--- src/rtl/uart_response_sender_pkg.sv ---
// Shared types and constants for the two-byte UART response framer.
package uart_response_sender_pkg;

  typedef enum logic [2:0] {
    IDLE      = 3'd0,
    START     = 3'd1,
    WAIT_DONE = 3'd2,
    NEXT      = 3'd3,
    FINISH    = 3'd4
  } state_e;

  localparam int unsigned PACKET_BYTES           = 2;
  localparam int unsigned BYTE_IDX_W             = $clog2(PACKET_BYTES);
  localparam int unsigned DEFAULT_TIMEOUT_CYCLES = 8192;

  typedef struct packed {
    logic [7:0] code;
    logic [7:0] value;
  } response_t;

  // Byte 0 is the response code, byte 1 the value.
  function automatic logic [7:0] response_byte(input response_t r,
                                               input logic [BYTE_IDX_W-1:0] idx);
    return (idx == '0) ? r.code : r.value;
  endfunction

endpackage

--- src/rtl/uart_response_sender_rising_edge_detect.sv ---
// One-cycle pulse on a 0->1 transition of a level input; the pulse is combinational.
module uart_response_sender_rising_edge_detect (
  input  logic clock,
  input  logic reset_n,
  input  logic in_i,
  output logic pulse_c
);

  logic in_q;

  always_ff @(posedge clock or negedge reset_n) begin
    if (!reset_n) begin
      in_q <= 1'b0;
    end else begin
      in_q <= in_i;
    end
  end

  assign pulse_c = in_i & ~in_q;

endmodule

--- src/rtl/uart_response_sender.sv ---
// Latches a code/value pair and hands them to the UART transmitter one byte at a
// time, pulsing packet_done on completion or timeout_error if the transmitter stalls.
module uart_response_sender
  import uart_response_sender_pkg::*;
#(
  parameter int unsigned TIMEOUT_CYCLES = DEFAULT_TIMEOUT_CYCLES
) (
  input  logic       clock,
  input  logic       reset_n,
  input  logic       send_request,
  input  logic [7:0] response_code,
  input  logic [7:0] response_value,
  output logic       ready,
  output logic       packet_done,
  output logic       timeout_error,
  output logic       tx_has_data,
  output logic [7:0] tx_data,
  input  logic       tx_busy,
  input  logic       tx_done
);

  localparam int unsigned TIMER_W = $clog2(TIMEOUT_CYCLES + 1);
  localparam logic [TIMER_W-1:0] TIMER_LAST = TIMER_W'(TIMEOUT_CYCLES - 1);
  localparam logic [BYTE_IDX_W-1:0] LAST_IDX = BYTE_IDX_W'(PACKET_BYTES - 1);

  state_e                state_q, state_d;
  response_t             buf_q, buf_d;
  logic [BYTE_IDX_W-1:0] byte_idx_q, byte_idx_d;
  logic [TIMER_W-1:0]    timer_q, timer_d;
  logic                  ready_q, ready_d;
  logic                  packet_done_q, packet_done_d;
  logic                  timeout_error_q, timeout_error_d;
  logic                  tx_has_data_q, tx_has_data_d;
  logic [7:0]            tx_data_q, tx_data_d;
  logic                  done_edge_c;
  logic                  abort_c;
  logic                  timer_last_c;

  uart_response_sender_rising_edge_detect u_done_edge (
    .clock   (clock),
    .reset_n (reset_n),
    .in_i    (tx_done),
    .pulse_c (done_edge_c)
  );

  assign timer_last_c = (timer_q == TIMER_LAST);

  always_ff @(posedge clock or negedge reset_n) begin
    if (!reset_n) begin
      state_q         <= IDLE;
      buf_q           <= '0;
      byte_idx_q      <= '0;
      timer_q         <= '0;
      ready_q         <= 1'b1;
      packet_done_q   <= 1'b0;
      timeout_error_q <= 1'b0;
      tx_has_data_q   <= 1'b0;
      tx_data_q       <= 8'h00;
    end else begin
      state_q         <= state_d;
      buf_q           <= buf_d;
      byte_idx_q      <= byte_idx_d;
      timer_q         <= timer_d;
      ready_q         <= ready_d;
      packet_done_q   <= packet_done_d;
      timeout_error_q <= timeout_error_d;
      tx_has_data_q   <= tx_has_data_d;
      tx_data_q       <= tx_data_d;
    end
  end

  always_comb begin
    state_d         = state_q;
    buf_d           = buf_q;
    byte_idx_d      = byte_idx_q;
    timer_d         = timer_q;
    ready_d         = ready_q;
    packet_done_d   = 1'b0;
    timeout_error_d = 1'b0;
    tx_has_data_d   = tx_has_data_q;
    tx_data_d       = tx_data_q;
    abort_c         = 1'b0;

    case (state_q)
      IDLE: begin
        if (send_request) begin
          buf_d         = '{code: response_code, value: response_value};
          byte_idx_d    = '0;
          timer_d       = '0;
          ready_d       = 1'b0;
          tx_has_data_d = 1'b1;
          tx_data_d     = response_code;
          state_d       = START;
        end
      end
      // Strobe is only raised once the transmitter is fully idle; busy counts
      // as acceptance only while our strobe is up.
      START: begin
        timer_d = timer_q + TIMER_W'(1);
        if (tx_has_data_q && tx_busy) begin
          tx_has_data_d = 1'b0;
          timer_d       = '0;
          state_d       = WAIT_DONE;
        end else if (timer_last_c) begin
          abort_c = 1'b1;
        end else if (!tx_has_data_q && !tx_busy && !tx_done) begin
          tx_has_data_d = 1'b1;
        end
      end
      // A done edge on the terminal count still counts as success.
      WAIT_DONE: begin
        timer_d = timer_q + TIMER_W'(1);
        if (done_edge_c) begin
          state_d = NEXT;
        end else if (timer_last_c) begin
          abort_c = 1'b1;
        end
      end
      NEXT: begin
        timer_d = '0;
        if (byte_idx_q == LAST_IDX) begin
          packet_done_d = 1'b1;
          state_d       = FINISH;
        end else begin
          byte_idx_d = byte_idx_q + BYTE_IDX_W'(1);
          tx_data_d  = response_byte(buf_q, byte_idx_q + BYTE_IDX_W'(1));
          state_d    = START;
        end
      end
      FINISH: begin
        ready_d = 1'b1;
        state_d = IDLE;
      end
      default: begin
        ready_d       = 1'b1;
        tx_has_data_d = 1'b0;
        state_d       = IDLE;
      end
    endcase

    if (abort_c) begin
      timeout_error_d = 1'b1;
      tx_has_data_d   = 1'b0;
      ready_d         = 1'b1;
      timer_d         = '0;
      byte_idx_d      = '0;
      state_d         = IDLE;
    end
  end

  assign ready         = ready_q;
  assign packet_done   = packet_done_q;
  assign timeout_error = timeout_error_q;
  assign tx_has_data   = tx_has_data_q;
  assign tx_data       = tx_data_q;

endmodule
--- config.mk ---
export PLATFORM = sky130hd
export DESIGN_NAME = uart_response_sender
export DESIGN_NICKNAME = d
export VERILOG_FILES = /design/src/rtl/uart_response_sender_pkg.sv /design/src/rtl/uart_response_sender_rising_edge_detect.sv /design/src/rtl/uart_response_sender.sv
export SDC_FILE = /design/constraint.sdc
export NUM_CORES = 1
export LEC_CHECK = 0
export BUFFER_PORTS_ARGS = -buffer_cell sky130_fd_sc_hd__buf_2
export CAP_MARGIN = 20
export CORE_MARGIN = 2
export CORE_UTILIZATION = 30
export DETAILED_ROUTE_END_ITERATION = 8
export PLACE_DENSITY = 0.44
export SKIP_CTS_REPAIR_TIMING = 1
export SLEW_MARGIN = 5
export SYNTH_ARGS = -nofsm -noshare
export SYNTH_HDL_FRONTEND = slang
export SYNTH_SLANG_ARGS = --single-unit
--- constraint.sdc ---
create_clock -name clock -period 2.1 [get_ports clock]
set_clock_uncertainty 0.05 [all_clocks]
set_input_delay 0.42 -clock clock [delete_from_list [all_inputs] [get_ports clock]]
set_output_delay 0.42 -clock clock [all_outputs]
set_load 0.03 [all_outputs]
==> impl_metrics.yaml <==
hold_path:
  hold_path.class: "in -> async"
grt:
  grt_pass1_vias: 1577
  grt_max_degree: 22
  antenna_found_initial: 0
  grt-ovfl-total: 0
  grt_first_pass_wirelength_mm: 7.15
  grt_usage_pct: 12.7
critical_path:
  required_ns: 2.27
  cp.arrival_ns: 2.10
  reg2reg_depth: 6
  r2r_start: "timer_q[0]$_DFFE_PN0P_"
  slowest_delay_ns: 0.45
  cp-end-kind: "flip-flop"
  r2r_slack_ns: 0.17
  startpoint: "timer_q[0]$_DFFE_PN0P_"
  r2r-end: "timer_q[11]$_DFFE_PN0P_"
  cp_top_family: "simple AND/OR/NAND/NOR gates"
  critPathSlowestCell: "a211o_2"
  cp-start-kind: "flip-flop"
  crit_type: "reg -> reg"
  cp_max_fo: 13
  crit_chain: "ha_1 -> nand3_1 -> nor4_2 -> a211o_2 -> or3_1 -> o21ai_1"
  critPathBufInv: 0
detailed_routing:
  post-route-drc-count: 0
  ant_nets: 0
  routedWlPerCell_um: 13.1
  vias_per_cell: 4.89
  drt_iter0_drc: 42
  firstDrtPassIters: 4
  vias: 1521
  drt-total-wl_mm: 4.08
sta:
  setup_viol: 0
  fin_crit_sh_pct: 91.9
  grt_setup_unrepaired: "no"
  setup_tns_ns: 0
  slew_viol_final: 0
  fmax_mhz: 518
  holdWs_ns: 0.0264
  finalHoldViolCount: 0
  worstMarginPinSlew_ns: 0.492
  min_period_ns: 1.93
  relSlewSlack_pct: 67.2
pwr:
  p_clk_share_pct: 22.4
  cellInternalPower_mw: 1.84
  power_density_nw_per_um2: 1290
  p_comb_share_pct: 39.6
  netSwitchingFraction_pct: 38.2
  p_switching_mw: 1.14
  irDropWorstVdd_v: 0.000544
  pwr-share-seq_pct: 38.0
  power.leakage_nw: 1.08
synthesis:
  synthAdderAreaFrac_pct: 0.663
  synth_top_area_share_pct: 50.4
  syn_nets: 213
  synth_area_leaders: "dfrtp_1, nand2_1, mux2_2"
  synth_area_um2: 1890
  synth_xor_area_share_pct: 0.464
  synth_common_cells: "dfrtp_1, nand2_1, nor2_1"
  avgSynthCellArea_um2: 9.88
  synth_compound_area_share_pct: 14.0
  syn_inst: 191
  yosysSeqAreaShare_pct: 51.8
  synth_most_common_cell: "dfrtp_1"
  yosysUniqueCellTypes: 45
  synth_top_cell_by_area: "dfrtp_1"
  synthArstFlopShare_pct: 100
  synthMuxAreaShare_pct: 5.84
  synthSimpleGateAreaFrac_pct: 23.3
  ys_warn_count: 0
  synth-seq-cells: 39
  synth_flop_cell: "dfrtp_1"
  synth_top_family_by_area: "simple AND/OR/NAND/NOR gates"
  synth_edf_count: 0
clock_tree:
  path_clk_slew_ns: 0.08
  numCtsBuffers: 5
  clk_latency_ns: 0.30
  cts.htree.levels: 2
  clock-sinks: 39
  cts_tree: "built"
  clockBufferDepth: 2
  root_buffer: "clkbuf_8"
layout:
  nets: 257
  drive_gt1_share_pct: 29.7
  areaGrowthSynthToFinish_pct: 23.0
  n_antenna_cell: 0
die:
  core_area_um2: 5990
  start_util_pct: 31.5
  ios: 33
  die_w_um: 83.3
  die-area_um2: 6940
  die_h_um: 83.3
  core.rowCount: 28
run:
  cap_violations: 0
run_status:
  outcome: "complete, no violations"
placement:
  routabilityCongestion: 0.719
  io_buffers: 32
  hpwl_mm: 3.00
-- layout make-up --
| cell class | instances | area [um^2] |
|---|---|---|
| Timing Repair Buffer | 46 | 265 |
| Fill cell | 615 | 3670 |
| Tap cell | 75 | 93.8 |
| Sequential cell | 39 | 977 |
| Inverter | 7 | 26.3 |
| Multi-Input combinational cell | 136 | 837 |
| Clock buffer | 6 | 82.6 |
| Clock inverter | 2 | 38.8 |
-- cells by family (layout without fill, tap and decap cells) --
family | count (synthesis) | count (layout)
adders and majority gates | 1 | 1
muxes | 10 | 10
AOI/OAI and AO/OA | 41 | 41
and+or+nand+nor | 83 | 83
DFF | 39 | 39
buffers and inverters | 16 | 61
xor gates and xnor gates | 1 | 1
-- per-stage QoR --
step | std cells | cell area [um^2] | total power, mW | worst slack, ns | utilization [%]
floorplan | 191 | 1890 | 2.00 | 0.215 | -
global placement | 303 | 2200 | 2.34 | 0.170 | 36.7
detailed placement | 303 | 2200 | 2.35 | 0.149 | 36.7
CTS | 311 | 2320 | 3.03 | 0.113 | 38.7
global route | 311 | 2320 | 3.21 | 0.0265 | 38.7
finish | 311 | 2320 | 2.98 | 0.171 | 38.7
-- worst max-delay path by stage --
stage	to	slack, ns	depth (start not counted)
after floorplan	timer_q[7]$_DFFE_PN0P_	0.21	6
after global placement	timer_q[7]$_DFFE_PN0P_	0.17	6
after detailed placement	timer_q[9]$_DFFE_PN0P_	0.15	6
after CTS	timer_q[11]$_DFFE_PN0P_	0.11	6
after global routing	tx_has_data$_DFFE_PN0P_	0.03	7
final	timer_q[11]$_DFFE_PN0P_	0.17	6
-- routing by layer --
metal | track usage (%) | vias to the layer above | share of wire, %
li1 | - | 772 | -
met1 | 16.8 | 706 | 51
met2 | 19.6 | 37 | 43
met3 | 2.88 | 6 | 4.0
met4 | 5.81 | 0 | 2.1
met5 | 0 | - | 0
-- power groups by stage --
stage,clock (mW),combinational (mW),sequential [mW]
finish,0.669,1.18,1.13
global route,0.720,1.32,1.17
CTS,0.696,1.20,1.14
detailed placement,0,1.20,1.15
global placement,0,1.19,1.15
floorplan,0,0.723,1.28
-- state kept, by name, indices dropped and copies added (netlist names) --
register,count
packet_done,1
timeout_error,1
state_q,3
ready,1
tx_has_data,1
u_done_edge.in_q,1
buf_q,8
tx_data,8
timer_q,14
byte_idx_q,1
-- cell usage in the layout, fill, tap and decap left out, types with 2 or more instances in the layout --
master and n:
buf_4 14, o22ai_1 2, clkbuf_8 6, nand2b_1 2, a22oi_1 9, nand2_1 25
nor3_1 9, a21o_1 2, or3_1 6, nor2b_1 3, o21ai_0 8, o21ai_1 6
mux2i_1 2, nand3_1 9, or4_1 2, inv_1 7, nand3b_1 2, a21oi_1 7
nor2_1 11, buf_2 32, dfrtp_1 38, a22o_1 2, mux2_2 8, and3_1 3
No activity file was read; power rests on OpenSTA's default activity.
